==> src/rtl/ram16_arbiter.sv <==
// Round-robin arbiter sharing one ram16 (word-wide, byte-addressed, registered read)
// between requester A (fetch) and requester B (load/store). All outputs registered.
module ram16_arbiter #(
  parameter int unsigned addrSize = 9
) (
  input  logic                clk,
  input  logic                reset,
  input  logic                a_req,
  input  logic                a_write,
  input  logic [addrSize-1:0] a_addr,
  input  logic [15:0]         a_wdata,
  output logic                a_ack,
  output logic [15:0]         a_rdata,
  output logic                a_err,
  input  logic                b_req,
  input  logic                b_write,
  input  logic [addrSize-1:0] b_addr,
  input  logic [15:0]         b_wdata,
  output logic                b_ack,
  output logic [15:0]         b_rdata,
  output logic                b_err,
  output logic [addrSize-1:0] ram_addr,
  output logic [15:0]         ram_data_in,
  output logic                ram_write_rq,
  output logic                ram_output_en,
  input  logic [15:0]         ram_data_out
);

  typedef enum logic [1:0] {IDLE, ACCESS, DONE} state_e;

  state_e              state_q, state_d;
  logic                prio_q, prio_d;       // 0 = A has priority, 1 = B
  logic                gnt_q, gnt_d;         // 0 = A granted, 1 = B granted
  logic                wr_q, wr_d;
  logic                err_pend_q, err_pend_d;
  logic [addrSize-1:0] ram_addr_q, ram_addr_d;
  logic [15:0]         ram_data_in_q, ram_data_in_d;
  logic                ram_write_rq_q, ram_write_rq_d;
  logic                ram_output_en_q, ram_output_en_d;
  logic                a_ack_q, a_ack_d, b_ack_q, b_ack_d;
  logic                a_err_q, a_err_d, b_err_q, b_err_d;
  logic [15:0]         a_rdata_q, a_rdata_d, b_rdata_q, b_rdata_d;

  logic                any_req, sel_b, sel_write, sel_top;
  logic [addrSize-1:0] sel_addr;
  logic [15:0]         sel_wdata;

  always_comb begin
    any_req   = a_req | b_req;
    sel_b     = b_req & (~a_req | prio_q);
    sel_write = sel_b ? b_write : a_write;
    sel_addr  = sel_b ? b_addr  : a_addr;
    sel_wdata = sel_b ? b_wdata : a_wdata;
    // The high byte lives at addr+1, so the last byte address cannot hold a word.
    sel_top   = (sel_addr == '1);
  end

  always_ff @(posedge clk or negedge reset) begin
    if (!reset) begin
      state_q         <= IDLE;
      prio_q          <= 1'b0;
      gnt_q           <= 1'b0;
      wr_q            <= 1'b0;
      err_pend_q      <= 1'b0;
      ram_addr_q      <= '0;
      ram_data_in_q   <= '0;
      ram_write_rq_q  <= 1'b0;
      ram_output_en_q <= 1'b0;
      a_ack_q         <= 1'b0;
      b_ack_q         <= 1'b0;
      a_err_q         <= 1'b0;
      b_err_q         <= 1'b0;
      a_rdata_q       <= '0;
      b_rdata_q       <= '0;
    end else begin
      state_q         <= state_d;
      prio_q          <= prio_d;
      gnt_q           <= gnt_d;
      wr_q            <= wr_d;
      err_pend_q      <= err_pend_d;
      ram_addr_q      <= ram_addr_d;
      ram_data_in_q   <= ram_data_in_d;
      ram_write_rq_q  <= ram_write_rq_d;
      ram_output_en_q <= ram_output_en_d;
      a_ack_q         <= a_ack_d;
      b_ack_q         <= b_ack_d;
      a_err_q         <= a_err_d;
      b_err_q         <= b_err_d;
      a_rdata_q       <= a_rdata_d;
      b_rdata_q       <= b_rdata_d;
    end
  end

  always_comb begin
    state_d = state_q;
    unique case (state_q)
      IDLE:    if (any_req) state_d = sel_top ? DONE : ACCESS;
      ACCESS:  state_d = DONE;
      DONE:    state_d = IDLE;
      default: state_d = IDLE;
    endcase
  end

  always_comb begin
    prio_d          = prio_q;
    gnt_d           = gnt_q;
    wr_d            = wr_q;
    err_pend_d      = err_pend_q;
    ram_addr_d      = ram_addr_q;
    ram_data_in_d   = ram_data_in_q;
    ram_write_rq_d  = 1'b0;
    ram_output_en_d = 1'b0;
    a_ack_d         = 1'b0;
    b_ack_d         = 1'b0;
    a_err_d         = 1'b0;
    b_err_d         = 1'b0;
    a_rdata_d       = a_rdata_q;
    b_rdata_d       = b_rdata_q;
    unique case (state_q)
      IDLE: begin
        if (any_req) begin
          gnt_d           = sel_b;
          wr_d            = sel_write;
          err_pend_d      = sel_top;
          ram_addr_d      = sel_addr;
          ram_data_in_d   = sel_wdata;
          ram_write_rq_d  = ~sel_top & sel_write;
          ram_output_en_d = ~sel_top & ~sel_write;
        end
      end
      DONE: begin
        // RAM data_out still carries the word registered on the ACCESS edge.
        if (gnt_q) begin
          b_ack_d   = 1'b1;
          b_err_d   = err_pend_q;
          b_rdata_d = (wr_q | err_pend_q) ? '0 : ram_data_out;
        end else begin
          a_ack_d   = 1'b1;
          a_err_d   = err_pend_q;
          a_rdata_d = (wr_q | err_pend_q) ? '0 : ram_data_out;
        end
        prio_d = ~gnt_q;
      end
      default: ;
    endcase
  end

  assign ram_addr      = ram_addr_q;
  assign ram_data_in   = ram_data_in_q;
  assign ram_write_rq  = ram_write_rq_q;
  assign ram_output_en = ram_output_en_q;
  assign a_ack         = a_ack_q;
  assign a_err         = a_err_q;
  assign a_rdata       = a_rdata_q;
  assign b_ack         = b_ack_q;
  assign b_err         = b_err_q;
  assign b_rdata       = b_rdata_q;

endmodule

==> config.mk <==
export PLATFORM = sky130hd
export DESIGN_NAME = ram16_arbiter
export DESIGN_NICKNAME = d
export VERILOG_FILES = /design/src/rtl/ram16_arbiter.sv
export SDC_FILE = /design/constraint.sdc
export NUM_CORES = 1
export LEC_CHECK = 0
export CORE_MARGIN = 1.5
export CORE_UTILIZATION = 44
export DETAILED_ROUTE_END_ITERATION = 6
export MAX_ROUTING_LAYER = met4
export PLACE_DENSITY = 0.83
export SYNTH_ARGS = -nofsm -noshare
export SYNTH_HDL_FRONTEND = slang
export SYNTH_SLANG_ARGS = --single-unit
==> constraint.sdc <==
create_clock -name clk -period 2.55 [get_ports clk]
set_clock_uncertainty 0.05 [all_clocks]
set_input_delay 0.3825 -clock clk [delete_from_list [all_inputs] [get_ports clk]]
set_output_delay 0.3825 -clock clk [all_outputs]
set_load 0.05 [all_outputs]
==> Word level (Yosys, flattened, before mapping) <==
Index checks and enable logic that the tools add are counted.
{ "word_totals": {"register_bits": 69, "input_bits": 72, "out_inout_bits": 63, "wordCells": 52} }
{ "classes": {"eq_ne": 4, "n_mux": 19, "bitwise_logic": 10, "n_reduce_logical": 4} }
{ "op_table": {"columns": ["cell", "n"], "rows": [
  ["two-way mux 16 bit", 2],
  ["two-way mux 1 bit", 13],
  ["equality test 9 bit, second input constant", 1],
  ["two-way mux 9 bit", 1],
  ["AND reduction 2 bit", 3],
  ["two-way mux 2 bit", 2],
  ["NOT 1 bit", 4],
  ["one-hot mux 2 bit (2 select lines)", 1],
  ["AND 1 bit", 3],
  ["bitwise OR 1 bit", 3],
  ["equality test 2 x 1 -> 1 bit, second input constant", 1],
  ["equality test 2 bit, second input constant", 1],
  ["zero test 2 bit", 1],
  ["!= test 2 bit, second input constant", 1]
]} }

==> Longest topological paths before layout <==
Gate-level depths: netlist (run 1).
{ "depth": {"word_depth": 9, "depth_mapped": 6, "mapped_depth_nobuf": 5} }

==> Least setup slack after synthesis (run 1) <==
OpenSTA, ideal clock, no wires.
{ "synth_path": {"path_kind": "in2reg", "start": "input port a_req", "end": "register state_q[1]", "setup_ps": 64, "arrival_ps": 1302, "required_time_ps": 2436, "path_slack_ps": 1135, "path_stages": 5, "n_path_buf": 0, "path_cell_list": "inv_2 -> o21ai_2 -> or4_4 -> a211oi_2 -> a21o_1"} }
{ "synth_via": {"elab_chain_len": 8, "word_cells_on_any_way": 10, "classes_between": "eq/ne: 2; mux: 4; bitwise: 4"} }
{ "synth_rtl": {"columns": ["element", "line_no", "text"], "rows": [
  ["start, declared", "8", "input logic a_req,"],
  ["NOT 1 bit", "50", "sel_b = b_req & (~a_req | prio_q);"],
  ["bitwise OR 1 bit", "50", null],
  ["AND 1 bit", "50", null],
  ["two-way mux 9 bit", "52", "sel_addr = sel_b ? b_addr : a_addr;"],
  ["equality test 9 bit", "55", "sel_top = (sel_addr == '1);"],
  ["two-way mux 2 bit (2 in series)", "97", "IDLE: if (any_req) state_d = sel_top ? DONE : ACCESS;"],
  ["one-hot mux 2 bit (2 select lines)", "96", "unique case (state_q)"],
  ["end signal, assigned", "76", "state_q <= state_d;"],
  ["end, declared", "31", "state_e state_q, state_d;"]
]} }
Parallel ways exist; a longest one is shown, timed or not. The select of a mux whose other input is x is not followed.
A chain may end at the register's enable or synchronous reset.

==> Worst setup path after layout (run 1) <==
{ "layout_path": {"start": "register ram_data_in_q[6], in the netlist ram_data_in[6]", "end": "output port ram_data_in[6]"} }
{ "layout_lines": {"columns": ["element", "line_no", "text"], "rows": [
  ["start, declared", "37", "logic [15:0] ram_data_in_q, ram_data_in_d;"],
  ["start signal, assigned", "82", "ram_data_in_q <= ram_data_in_d;"],
  ["end, declared", "23", "output logic [15:0] ram_data_in,"]
]} }
No word-level cell between the ends.

==> results of run 1 <==
## cell usage after synthesis
cell | n | area, µm²
dfrtp_1 | 69 | 1730
nand2_1 | 52 | 195
nor2_1 | 36 | 135
o21ai_0 | 32 | 160
mux2i_1 | 27 | 270
a21oi_1 | 26 | 130
clkbuf_1 | 9 | 33.8
inv_1 | 7 | 26.3
buf_2 | 3 | 15.0
buf_4 | 3 | 22.5
nand3_1 | 3 | 15.0
nand4_1 | 2 | 12.5
a211oi_2 | 1 | 12.5
a21o_1 | 1 | 7.51
and3_1 | 1 | 6.26
inv_2 | 1 | 3.75
nor3_4 | 1 | 16.3
o21a_1 | 1 | 7.51
o21ai_2 | 1 | 8.76
or4_4 | 1 | 11.3
## final timing paths
| path | endpoint | cells past startpoint |
|---|---|---|
| min in group asynchronous | b_rdata[2] | 3 |
| max in group asynchronous | ram_data_in[4] | 3 |
| worst max register to register | state_q[1] | 4 |
| worst min register to register | a_rdata[5] | 2 |
| worst max-delay path | ram_data_in[6] | 1 |
| worst min-delay path | a_rdata[5] | 2 |
## cells by family (layout without fill, tap and decap cells)
logic type | after synthesis | count (layout) | synth area share (%)
buffers and inverters | 23 | 168 | 3.60
and+or+nand+nor | 96 | 96 | 13.9
muxes | 27 | 27 | 9.60
DFF | 69 | 69 | 61.3
AOI/OAI and AO/OA | 62 | 62 | 11.6
## state kept, by name, indices dropped and copies added, names as in the netlist
name / flops
a_ack: 1
a_err: 1
a_rdata: 16
b_ack: 1
b_err: 1
b_rdata: 16
err_pend_q: 1
gnt_q: 1
prio_q: 1
ram_addr: 9
ram_data_in: 16
ram_output_en: 1
ram_write_rq: 1
state_q: 2
wr_q: 1
## stage by stage
step / util [%] / cells / worst slack (ps)
finish: 73.2 / 497 / 586
floorplan: - / 277 / 1130
CTS: 73.2 / 497 / 569
global placement: 70.1 / 480 / 570
detailed placement: 70.1 / 480 / 542
global route: 73.2 / 497 / 533
## timing repair
item	4_1_cts	5_1_grt
gates resized for setup	0	0
hold buffers	1	0
endpoints found under the hold margin	13	0
endpoints found under the setup margin	0	0
## report_power, final
group	leakage, nW	switching, mW	internal (mW)	total [mW]
clock	0.0880	0.415	0.376	0.791
sequential	0.860	0.264	1.57	1.84
combinational	1.02	2.37	1.14	3.51
## area by class of cell
cell class / count / area, µm²
inverter: 8 / 30.0
tap: 75 / 93.8
timing repair buffer: 144 / 1410
clock buffer: 10 / 138
clock inverter: 6 / 38.8
sequential: 69 / 1730
multi-input combinational: 185 / 996
fill: 455 / 1620
## per-layer routing
metal	global-route usage, %	routed length (µm)
met5	-	0
met4	10.6	172
met3	5.37	307
met2	36.1	3740
met1	28.0	3220
==> impl_metrics.env, run 1 <==
export IMPL_status="completed"
export IMPL_power_mw=6.14
export IMPL_cp_end_kind="primary output"
export IMPL_ys_warnings_count=0
export IMPL_postSynthCellCount=277
export IMPL_crit_path_max_fanout=2
export IMPL_cts_tree="done"
export IMPL_antenna_cells=0
export IMPL_powerDensity_nw_per_um2=1380
export IMPL_critPathLaunchType="flip-flop"
export IMPL_grt_overflow=0
export IMPL_worst_slew_pin_transition_ps=538
export IMPL_dp_hpwl_mm=5.53
export IMPL_dieArea_um2=6890
export IMPL_antenna_found_initial=0
export IMPL_fp_dieH_um=83.0
export IMPL_cts_clk_slew_worst_paths_ps=80
export IMPL_synthToLayoutAreaGrowth_pct=57.5
export IMPL_drtIter0Drc=76
export IMPL_max_cap_violations=0
export IMPL_io_pins=135
export IMPL_syn_num_nets=349
export IMPL_drt_wl_total_mm=7.44
export IMPL_cp_top_family="buffers and inverters"
export IMPL_drcViolationCount=0
export IMPL_layout_common_cells="clkdlybuf4s50_1 (133), dfrtp_1 (69), nand2_1 (52)"
export IMPL_relSlewSlack_pct=64.0
export IMPL_leakagePower_nw=1.97
export IMPL_wl_per_cell_um=15.0
export IMPL_core_area_um2=6060
export IMPL_port_buffers=134
export IMPL_path_class="flip-flop to primary output"
export IMPL_seq_area_frac_synth_pct=61.3
export IMPL_drive_above_1_share_pct=7.35
export IMPL_grt_use_total_pct=22.9
export IMPL_crit_start="ram_data_in[6]"
export IMPL_cts_buffer_depth=2
export IMPL_ant_nets=0
export IMPL_gp_congestion=0.882
export IMPL_reg2reg_slack_ps=1080
export IMPL_ir_worst_vdd_mv=0.837
export IMPL_final_nets=489
export IMPL_finalSetupViolCount=0
export IMPL_grt_max_degree=43
export IMPL_cts_root_buf="clkbuf_8"
export IMPL_drtPass1Iterations=4
export IMPL_slowest_stage="clkdlybuf4s50_1"
export IMPL_clock_sinks=69
export IMPL_initial_core_util_pct=46.5
export IMPL_report_final_slew_viol_count=0
export IMPL_synth_seq_cells=69
export IMPL_clock_latency_ps=330
export IMPL_numCtsBuffers=9
export IMPL_arrival_ps=1530
export IMPL_hold_viol_final=0
export IMPL_critPathRequiredTime_ps=2120
export IMPL_setup_tns_final_ps=0
export IMPL_num_rows=28
export IMPL_path_cells="clkdlybuf4s50_1"
export IMPL_post_cts_setup_buffers=0
export IMPL_fin_crit_sh_pct=77.0
export IMPL_netlist_area_um2=2820
export IMPL_final_common_cell="clkdlybuf4s50_1"
export IMPL_max_stage_delay_ps=840
export IMPL_vias=2450
export IMPL_vias_per_cell=4.93
export IMPL_synth_cell_types=20
export IMPL_first_global_vias=2417
export IMPL_reg2reg_from="prio_q"
export IMPL_fin_area_um2=4440
export IMPL_grt_pass1_wl_mm=12.0
export IMPL_timing_hold_ws_ps=431
export IMPL_post_dp_cell_area_um2=4250
export IMPL_hold_path_startpoint="a_rdata[5]"
export IMPL_period_minus_slack_ps=1960
export IMPL_synth_area_per_cell_um2=10.2
export IMPL_cts_max_level=3
export IMPL_timing_fmax_mhz=509
export IMPL_rsz0062_at_grt="false"
export IMPL_die_w_um=83.0
export IMPL_cp_num_buf_inv=1
export IMPL_hp_class="flip-flop to flip-flop"
No activity file was read; power rests on OpenSTA's default activity.
==> run 2: changes to the inputs <==
--- a/config.mk
+++ b/config.mk
@@ -6,10 +6,10 @@
 export NUM_CORES = 1
 export LEC_CHECK = 0
 export CORE_MARGIN = 1.5
-export CORE_UTILIZATION = 44
+export CORE_UTILIZATION = 41
 export DETAILED_ROUTE_END_ITERATION = 6
 export MAX_ROUTING_LAYER = met4
-export PLACE_DENSITY = 0.83
+export PLACE_DENSITY = 0.78
 export SYNTH_ARGS = -nofsm -noshare
 export SYNTH_HDL_FRONTEND = slang
 export SYNTH_SLANG_ARGS = --single-unit
==> constraint.sdc (replaced) <==
create_clock -name clk -period 2 [get_ports clk]
set_clock_uncertainty 0.05 [all_clocks]
set_input_delay 0.3 -clock clk [delete_from_list [all_inputs] [get_ports clk]]
set_output_delay 0.3 -clock clk [all_outputs]
set_load 0.05 [all_outputs]
==> run 2 against run 1 <==
Sequential cell count is the same. Critical path depth did not move. Combinational power up 28%. Non-clock buffer count stayed put. Global-route usage shrank 2.4 points. Die area up 7.0%. Largest power group unchanged. Highest routed layer unchanged.
==> impl_metrics.env, run 2 (synthesized netlist as in run 1, its figures left out) <==
export IMPL_status="completed"
export IMPL_cp_top_family="buffers and inverters"
export IMPL_numCtsBuffers=9
export IMPL_core_area_um2=6720
export IMPL_ir_worst_vdd_mv=0.880
export IMPL_fp_dieH_um=85.9
export IMPL_period_minus_slack_ps=1880
export IMPL_r2r_end="state_q[1]"
export IMPL_reg2reg_from="prio_q"
export IMPL_grt_use_total_pct=20.5
export IMPL_cp_num_buf_inv=1
export IMPL_drtPass1Iterations=4
export IMPL_drive_above_1_share_pct=7.35
export IMPL_reg2reg_slack_ps=500
export IMPL_first_global_vias=2375
export IMPL_hold_depth=2
export IMPL_relSlewSlack_pct=63.9
export IMPL_min_to="a_rdata[7]"
export IMPL_cts_buffer_depth=2
export IMPL_cts_tree="done"
export IMPL_final_nets=489
export IMPL_drt_wl_total_mm=6.95
export IMPL_timing_fmax_mhz=533
export IMPL_arrival_ps=1530
export IMPL_port_buffers=134
export IMPL_powerDensity_nw_per_um2=1790
export IMPL_worst_slew_pin_transition_ps=539
export IMPL_grt_pass1_wl_mm=11.3
export IMPL_hp_class="flip-flop to flip-flop"
export IMPL_io_pins=135
export IMPL_path_cells="clkdlybuf4s50_1"
export IMPL_clock_latency_ps=330
export IMPL_hold_viol_final=0
export IMPL_dp_hpwl_mm=5.12
export IMPL_rsz0062_at_grt="false"
export IMPL_critPathLaunchType="flip-flop"
export IMPL_gp_congestion=0.765
export IMPL_path_class="flip-flop to primary output"
export IMPL_synthToLayoutAreaGrowth_pct=60.3
export IMPL_wl_per_cell_um=13.8
export IMPL_drtIter0Drc=68
export IMPL_fin_util_pct=67.2
export IMPL_r2r_cells=4
export IMPL_slowest_stage="clkdlybuf4s50_1"
export IMPL_antenna_cells=0
export IMPL_cp_end_kind="primary output"
export IMPL_drcViolationCount=0
export IMPL_clock_sinks=69
export IMPL_crit_path_max_fanout=2
export IMPL_initial_core_util_pct=41.9
export IMPL_cts_max_level=3
export IMPL_layout_common_cells="clkdlybuf4s50_1 (133), dfrtp_1 (69), nand2_1 (52)"
export IMPL_antenna_found_initial=0
export IMPL_die_w_um=85.9
export IMPL_max_cap_violations=0
export IMPL_fin_crit_sh_pct=93.9
export IMPL_ant_nets=0
export IMPL_max_stage_delay_ps=830
export IMPL_hold_path_startpoint="a_rdata[7]"
export IMPL_finalSetupViolCount=0
export IMPL_cts_resized_gates=0
export IMPL_final_common_cell="clkdlybuf4s50_1"
export IMPL_critPathRequiredTime_ps=1650
export IMPL_leakagePower_nw=2.01
export IMPL_setup_tns_final_ps=0
export IMPL_cts_root_buf="clkbuf_8"
export IMPL_vias=2439
export IMPL_dieArea_um2=7380
export IMPL_report_final_slew_viol_count=0
export IMPL_vias_per_cell=4.86
export IMPL_num_rows=30
export IMPL_cts_clk_slew_worst_paths_ps=80
export IMPL_grt_max_degree=70
export IMPL_grt_overflow=0
run 2: changes by cell type in the layout (fill, tap and decap cells not counted), sizes merged:
| cell | previous run | this run |
|---|---|---|
| bufinv | 0 | 2 |
| clkinv | 4 | 3 |
| clkinvlp | 2 | 1 |
run 2: metal layers:
metal / vias up / global-route usage [%] / wire length, µm
li1: 1203 / - / -
met1: 1102 / 25.6 / 2990
met2: 124 / 31.1 / 3280
met3: 10 / 7.31 / 584
met4: 0 / 6.74 / 99
met5: - / - / 0
run 2: area by class of cell:
| type | count | area, µm² |
|---|---|---|
| timing repair buffer | 144 | 1440 |
| sequential | 69 | 1730 |
| clock buffer | 10 | 138 |
| multi-input combinational | 185 | 996 |
| inverter | 8 | 30.0 |
| clock inverter | 6 | 86.3 |
| fill | 546 | 2200 |
| tap | 80 | 100 |
run 2: worst register-to-register path: stages, from the launching register on:
cell and delay, ps:
dfrtp_1 420, o21ai_4 90, or4_4 550, a211oi_2 230, a21o_1 100
run 2: through the flow:
stage                     hold slack [ps]  setup WS, ps  area [µm²]  cells  power (mW)
after floorplan                     -45.6           662        2820    277        5.24
after global placement                301           112        4280    485        6.80
after detailed placement              298          85.8        4280    485        6.90
after CTS                             436           101        4520    502        8.17
after global routing                  460          68.9        4520    502        8.55
final                                 431           123        4520    502        8.08
run 2: what timing repair did:
item,CTS,global route
setup buffers,0,0
hold buffers,1,0
hold endpoints to repair,69,0
run 2: worst max-delay path by stage:
stage / start / end / slack, ps / cells after the start
after global placement: b_req / state_q[1] / 110 / 5
after detailed placement: b_req / state_q[1] / 90 / 5
final: ram_data_in[5] / ram_data_in[5] / 120 / 1
after CTS: ram_data_in[5] / ram_data_in[5] / 100 / 1
after global routing: ram_data_in[15] / ram_data_in[15] / 70 / 1
after floorplan: prio_q / state_q[1] / 660 / 4
run 2: power breakdown:
part           switching, mW  total, mW  internal (mW)
clock network          0.509       1.24          0.733
registers              0.349       2.36           2.01
logic                   3.00       4.48           1.48
total                   3.86       8.08           4.22
==> run 3: changes to the inputs <==
--- a/config.mk
+++ b/config.mk
@@ -6,10 +6,10 @@
 export NUM_CORES = 1
 export LEC_CHECK = 0
 export CORE_MARGIN = 1.5
-export CORE_UTILIZATION = 41
+export CORE_UTILIZATION = 44
 export DETAILED_ROUTE_END_ITERATION = 6
 export MAX_ROUTING_LAYER = met4
-export PLACE_DENSITY = 0.78
+export PLACE_DENSITY = 0.83
 export SYNTH_ARGS = -nofsm -noshare
 export SYNTH_HDL_FRONTEND = slang
 export SYNTH_SLANG_ARGS = --single-unit
==> constraint.sdc (replaced) <==
create_clock -name clk -period 2.25 [get_ports clk]
set_clock_uncertainty 0.05 [all_clocks]
set_input_delay 0.3375 -clock clk [delete_from_list [all_inputs] [get_ports clk]]
set_output_delay 0.3375 -clock clk [all_outputs]
set_load 0.05 [all_outputs]
==> run 3 against run 2 <==
Count of clock-buffer cells in the layout is 2 higher. Critical endpoint is now ram_addr[5]. Largest cell class unchanged. Worst setup slack better by 210 ps. Clock power is 3% lower. Register-to-register slack better by 130 ps. Largest power group unchanged. Global-route usage is 2.3 points higher.
==> impl_metrics.env, run 3 (synthesized netlist as in run 1, its figures left out) <==
export IMPL_cts_buffer_depth=2
export IMPL_arrival_ps=1530
export IMPL_wl_per_cell_um=14.9
export IMPL_critPathLaunchType="flip-flop"
export IMPL_p_seq_share_pct=28.7
export IMPL_r2r_cells=6
export IMPL_p_clk_share_pct=16.4
export IMPL_relSlewSlack_pct=63.6
export IMPL_grt_max_degree=42
export IMPL_fillers=441
export IMPL_drcViolationCount=0
export IMPL_combPwrFrac_pct=54.9
export IMPL_gp_congestion=0.791
export IMPL_cts_root_buf="clkbuf_8"
export IMPL_layout_common_cells="clkdlybuf4s50_1 (133), dfrtp_1 (69), nand2_1 (52)"
export IMPL_grt_pass1_wl_mm=12.2
export IMPL_p_int_mw=3.86
export IMPL_num_rows=28
export IMPL_core_area_um2=6060
export IMPL_final_common_cell="clkdlybuf4s50_1"
export IMPL_clock_sinks=69
export IMPL_critPathRequiredTime_ps=1860
export IMPL_fp_dieH_um=83.0
export IMPL_cp_num_buf_inv=1
export IMPL_cp_end_kind="primary output"
export IMPL_rsz0062_at_grt="false"
export IMPL_first_global_vias=2501
export IMPL_vias_per_cell=4.97
export IMPL_report_final_slew_viol_count=0
export IMPL_dpl_cell_count=481
export IMPL_cts_clk_slew_worst_paths_ps=70
export IMPL_final_nets=490
export IMPL_crit_start="ram_addr[5]"
export IMPL_setup_tns_final_ps=0
export IMPL_regArea_um2=1730
export IMPL_setup_ws_ps=334
export IMPL_hold_viol_final=0
export IMPL_path_class="flip-flop to primary output"
export IMPL_grt_use_total_pct=22.8
export IMPL_max_stage_delay_ps=840
export IMPL_leakagePower_nw=2.01
export IMPL_reg2reg_from="state_q[1]"
export IMPL_path_cells="clkdlybuf4s50_1"
export IMPL_vias=2475
export IMPL_powerDensity_nw_per_um2=1610
export IMPL_synthToLayoutAreaGrowth_pct=60.5
export IMPL_hp_class="primary input to asynchronous set/reset pin"
export IMPL_ir_worst_vdd_mv=1.11
export IMPL_finalSetupViolCount=0
export IMPL_drive_above_1_share_pct=7.09
export IMPL_instances_no_fill=498
export IMPL_period_minus_slack_ps=1920
export IMPL_ant_nets=0
export IMPL_clock_latency_ps=330
export IMPL_r2r_end="b_rdata[13]"
export IMPL_total_switching_power_mw=3.43
export IMPL_die_w_um=83.0
export IMPL_io_pins=135
export IMPL_drtIter0Drc=165
export IMPL_timing_hold_ws_ps=361
export IMPL_dp_hpwl_mm=5.57
export IMPL_status="completed"
export IMPL_slowest_stage="clkdlybuf4s50_1"
export IMPL_grt_overflow=0
export IMPL_timing_fmax_mhz=522
export IMPL_swShare_pct=47.0
export IMPL_max_cap_violations=0
export IMPL_multi_input_area_um2=996
export IMPL_worst_slew_pin_transition_ps=544
export IMPL_drtPass1Iterations=4
export IMPL_antenna_cells=0
export IMPL_antenna_found_initial=0
export IMPL_cts_max_level=3
export IMPL_initial_core_util_pct=46.5
export IMPL_cts_tree="done"
export IMPL_port_buffers=134
export IMPL_fin_crit_sh_pct=85.2
export IMPL_dieArea_um2=6890
export IMPL_numCtsBuffers=9
export IMPL_pre_cts_ws_ps=306
export IMPL_crit_path_max_fanout=2
export IMPL_reg2reg_slack_ps=630
export IMPL_cts_resized_gates=0
export IMPL_cp_top_family="buffers and inverters"
export IMPL_drt_wl_total_mm=7.43
-- run 3: cell types whose count changed in the layout (fill, tap and decap cells not counted) --
cell / change
buf_12: -1
buf_4: +2
bufinv_16: +1
clkbuf_1: +2
clkinv_2: -1
clkinv_4: -1
clkinvlp_4: -1
-- run 3: repair_timing --
action | in CTS | in global routing
hold buffers | 1 | 0
endpoints found under the hold margin | 8 | 0
buffers inserted | 0 | 0
-- run 3: worst max path at each step --
stage	cells after the start	endpoint	slack, ps
after CTS	1	ram_addr[5]	320
after global routing	1	ram_addr[5]	270
final	1	ram_addr[5]	330
after detailed placement	6	ram_data_in[10]	310
after floorplan	5	state_q[1]	880
after global placement	5	state_q[1]	350
-- run 3: power groups by stage --
stage          Combinational (mW)  Clock [mW]  Sequential, mW
5_1_grt                      4.22        1.27            2.16
4_1_cts                      4.03        1.22            2.10
3_5_place_dp                 4.02           0            2.11
2_1_floorplan               0.873           0            3.79
3_3_place_gp                 3.94           0            2.08
6_report                     4.00        1.20            2.09
-- run 3: layer usage --
layer,share of wire (%),vias up,global-route usage [%]
met4,2.0,0,8.48
met5,0,-,-
li1,-,1209,-
met2,53,64,39.5
met3,3.5,12,3.88
met1,42,1190,26.5
-- run 3: area by class of cell --
| class | instances | share of cell area [%] |
|---|---|---|
| clock buffer | 12 | 3.21 |
| multi-input combinational | 185 | 22.0 |
| inverter | 8 | 0.664 |
| clock inverter | 4 | 2.10 |
| tap | 75 | 2.08 |
| sequential | 69 | 38.2 |
| timing repair buffer | 145 | 31.7 |
-- run 3: stage by stage --
| step | cell area, µm² | util, % | power [mW] |
|---|---|---|---|
| floorplan | 2820 | - | 4.66 |
| global placement | 4270 | 70.5 | 6.02 |
| detailed placement | 4270 | 70.5 | 6.13 |
| CTS | 4520 | 74.6 | 7.34 |
| global route | 4520 | 74.6 | 7.64 |
| finish | 4520 | 74.6 | 7.29 |
==> variant 1: new RTL, settings of run 2 <==
`b_rdata_q` no longer has a reset.
--- a/src/rtl/ram16_arbiter.sv
+++ b/src/rtl/ram16_arbiter.sv
@@ -72,5 +72,4 @@
       b_err_q         <= 1'b0;
       a_rdata_q       <= '0;
-      b_rdata_q       <= '0;
     end else begin
       state_q         <= state_d;
@@ -88,6 +87,9 @@
       b_err_q         <= b_err_d;
       a_rdata_q       <= a_rdata_d;
-      b_rdata_q       <= b_rdata_d;
     end
+  end
+
+  always_ff @(posedge clk) begin
+    b_rdata_q <= b_rdata_d;
   end
 
Function: differs if reset is asserted again (counterexample within 4 cycles, from zero or initial values and one cycle with reset low); with reset held inactive, the same outputs for 10 cycles.
==> variant 1 against run 2 <==
  * Hold slack gained 16 ps
  * Sequential power shrank 6%
  * Register-to-register slack lost 140 ps
  * Routed wire length shrank 8.4%
  * Area after synthesis grew 0.40%
  * Non-clock buffer count shrank 4
  * Total power shrank 11%
  * Cell area grew 0.55%
  * Via count shrank 11%
  * Sequential cell count is the same
  * Die area grew 0.38%
  * Setup slack gained 16 ps
  * Synthesized cell count shrank 20%
  * Final cell count shrank 11%
  * Critical path type unchanged
==> variant 1: results (changes against run 2) <==
* Detailed route wirelength on metal2 at 2990 um (-8.8%)
* Most frequent cells after synthesis: dfrtp_1 (53), nor2_1 (33), mux2i_1 (27), a21oi_1 (26), and2_1 (17)
* Overall global routing resource usage at 19.0% (-1.5 points)
* Sw Pwr at 0.00309 W (-20%)
* Placed cells at 431 (-11%)
* Arr. time, crit path at 1510 ps (-20 ps)
* Number of flops mapped to enable cells by yosys at 16 (+16)
* Worst slack at placement at 68.0 ps (-17.8 ps)
* Routed wire length at 6370 um (-8.4%)
* Sequential-to-total area share from yosys stat at 63.9% (+2.6 points)
* Post-layout nets at 435 (-11%)
* Total leakage power at 1.95 nW (-2.6%)
* Detailed Route Iter0 Violations at 58 (-15%)
* Pin count of the biggest net entering global routing at 56 (-20%)
* Top post-synthesis cells by area: dfrtp_1 (47%), edfxtp_1 (17%), mux2i_1 (9.6%), mux2_2 (6.4%), a21oi_1 (4.6%)
* Proportion of layout cells with a drive suffix above 1 at 12.2% (+4.9 points)
* Hold WS at 447 ps (+15.7 ps)
* Syn nets at 294 (-16%)
* Proportion of register bits with asynchronous set or reset after synthesis at 76.8% (-23 points)
* Post-synthesis area per instance at 12.7 sq um (+25%)
* Placed wire-length estimate at 4680 um (-8.7%)
* Flip-flop and latch power at 0.00222 W (-6%)
* Worst slew slack as a fraction of its limit at 40.9% (-23 points)
* Routed length on met1 at 2810 um (-6.1%)
* Result of the run: completed
* Gp weighted congestion at 0.772 (+0.93%)
* Routed vias at 2163 (-11%)
## variant 1: cell types whose count changed after synthesis, moves of 5 or more
cell,change
nand2_1,-50
o21ai_0,-32
clkbuf_1,-5
and2_1,+17
edfxtp_1,+16
dfrtp_1,-16
mux2_2,+16
## variant 1: cell type report
| class | count | area (sq um) |
|---|---|---|
| Sequential cell | 69 | 1810 |
| Timing Repair Buffer | 140 | 1420 |
| Clock buffer | 9 | 124 |
| Multi-Input combinational cell | 137 | 952 |
| Fill cell | 518 | 2180 |
| Clock inverter | 7 | 114 |
| Tap cell | 80 | 100 |
| Inverter | 6 | 22.5 |
## variant 1: routing by layer
layer,global-route usage [%],vias to the layer above
li1,-,1047
met1,23.2,1008
met2,29.8,99
met3,5.00,9
met4,7.92,0
met5,-,-
## variant 1: how the worst max path moves through the flow
| stage | from | endpoint | slack, ps | depth (start not counted) |
|---|---|---|---|---|
| 6_report | ram_addr[8]$_DFFE_PN0P_ | ram_addr[8] | 140 | 1 |
| 5_1_grt | a_rdata[12]$_DFFE_PN0P_ | a_rdata[12] | 80 | 1 |
| 4_1_cts | a_rdata[11]$_DFFE_PN0P_ | a_rdata[11] | 110 | 1 |
| 3_5_place_dp | a_req | err_pend_q$_DFFE_PN0P_ | 70 | 7 |
| 3_3_place_gp | a_req | err_pend_q$_DFFE_PN0P_ | 100 | 7 |
| 2_1_floorplan | state_q[1]$_DFFE_PN0P_ | b_rdata[0]$_DFFE_PP_ | 290 | 2 |
## variant 1: cell families after synthesis
group	after synthesis	synth area share, %
muxes	43	15.9
buffers and inverters	16	2.88
AOI/OAI and AO/OA	30	5.88
DFF	69	63.9
and+or+nand+nor	64	11.4
==> variant 2: new RTL, settings of run 2 <==
Made on the original files. The parameter `addrSize` goes from 9 to 10.
--- a/src/rtl/ram16_arbiter.sv
+++ b/src/rtl/ram16_arbiter.sv
@@ -2,5 +2,5 @@
 // between requester A (fetch) and requester B (load/store). All outputs registered.
 module ram16_arbiter #(
-  parameter int unsigned addrSize = 9
+  parameter int unsigned addrSize = 10
 ) (
   input  logic                clk,
Interface: changed (resized a_addr, b_addr and ram_addr); port bits go from 135 to 138. No check against the original RTL was run, so the function may have changed too.
==> variant 2 against run 2 <==
  * Die area up 3.5%
  * Routed wire length up 2.4%
  * Cell area up 2.8%
  * Area after synthesis up 3.6%
  * Combinational power down 2%
  * Sequential cell count up 1
  * Final cell count up 4.8%
  * Total power down 2.4%
  * Setup slack better by 2.1 ps
==> variant 2: results (changes against run 2) <==
* Unique cell type count in the Yosys netlist at 25 (+25%)
* Placed wire-length estimate at 5430 um (+6.0%)
* Post-layout nets at 499 (+2.0%)
* Proportion of layout cells with a drive suffix above 1 at 8.14% (+0.79 points)
* Placed cells at 509 (+4.9%)
* Maximum vdd ir drop at 0.000912 V (+3.7%)
* Detailed Route Iter0 Violations at 70 (+2.9%)
* Terminus of the critical flop-to-flop path: ram_addr[5]$_DFFE_PN0P_
* Result of the run: completed
* Vias per Instance at 4.72 (-2.8%)
* Slew @ Worst Pin at 528 ps (-11.8 ps)
* Syn nets at 354 (+1.4%)
* Post-synthesis area per instance at 10.4 sq um (+2.5%)
* Number of standard cells in the layout, taps in and fillers out at 526 (+4.8%)
* Top post-synthesis cells by area: dfrtp_1 (60%), nand2_1 (10%), o21ai_0 (9.6%), mux2i_1 (9.3%), buf_6 (1.5%)
* Most frequent cells after synthesis: nand2_1 (79), dfrtp_1 (70), o21ai_0 (56), mux2i_1 (27), clkbuf_1 (10)
* Crit path time final at 1880 ps (-2.08 ps)
* Met3 Usage GRT at 5.59% (-1.7 points)
* Pin count of the biggest net entering global routing at 43 (-39%)
* M1 GR Usage at 22.9% (-2.7 points)
* Compound-cell area share of the yosys netlist at 12.5% (+0.93 points)
* Register-to-Register Path Depth at 5 (+1)
* Most repeated cell in the gate-level netlist after synthesis: nand2_1
* Antenna diode count at 0 (unchanged)
* Number of buffers inserted by port buffering at 137 (+2.2%)
* Total leakage power at 2.05 nW (+2.1%)
* Routed wire length per instance at 13.5 um (-2.3%)
* Multiplexer share of the synthesized area at 9.26% (-0.33 points)
* Met2 routing resource usage after global routing at 33.4% (+2.2 points)
* Sequential-to-total area share from yosys stat at 60.0% (-1.3 points)
* Hold WS at 428 ps (-3.03 ps)
* Critical path startpoint: a_rdata[9]$_DFFE_PN0P_
## variant 2: cell count changes in the layout (fill, tap and decap cells not counted), moves of 2 or more
cell | before | now
o21ai_1 | 0 | 4
nand3_1 | 3 | 0
clkinvlp_4 | 1 | 3
nand2_1 | 52 | 79
nand4_1 | 2 | 4
and2_1 | 0 | 2
buf_4 | 7 | 10
o21ai_0 | 32 | 56
inv_1 | 7 | 3
clkdlybuf4s50_1 | 133 | 136
nand2b_1 | 0 | 2
a21oi_1 | 26 | 2
nor2_1 | 36 | 5
## variant 2: power by group through the flow
stage / clock network [W] / registers [W] / logic [W]
floorplan: 0 / 0.00420 / 0.00104
global placement: 0 / 0.00233 / 0.00436
detailed placement: 0 / 0.00236 / 0.00444
CTS: 0.00119 / 0.00234 / 0.00445
global route: 0.00125 / 0.00241 / 0.00469
finish: 0.00115 / 0.00233 / 0.00441
## variant 2: through the flow
step                      instance area, sq um  setup slack [ps]
after floorplan                           2920               589
after global placement                    4420              65.4
after detailed placement                  4420             -3.06
after CTS                                 4640               116
after global routing                      4640              91.4
final                                     4640               125
## variant 2: cell type report
type	instances	area, sq um
clock buffer	11	151
clock inverter	5	57.6
fill	567	2190
inverter	3	11.3
multi-input combinational	191	1060
sequential	70	1750
tap	96	120
timing repair buffer	150	1490
## variant 2: logic make-up after synthesis
group	after synthesis
AO/OA/AOI/OAI	65
buffers and inverters	19
AND/OR/NAND/NOR	99
flip-flops	70
multiplexers	27
## variant 2: per-layer routing
layer	vias to the layer above	routed length, um
li1	1230	-
met1	1150	2960
met2	93	3560
met3	10	510
met4	0	85
met5	-	0
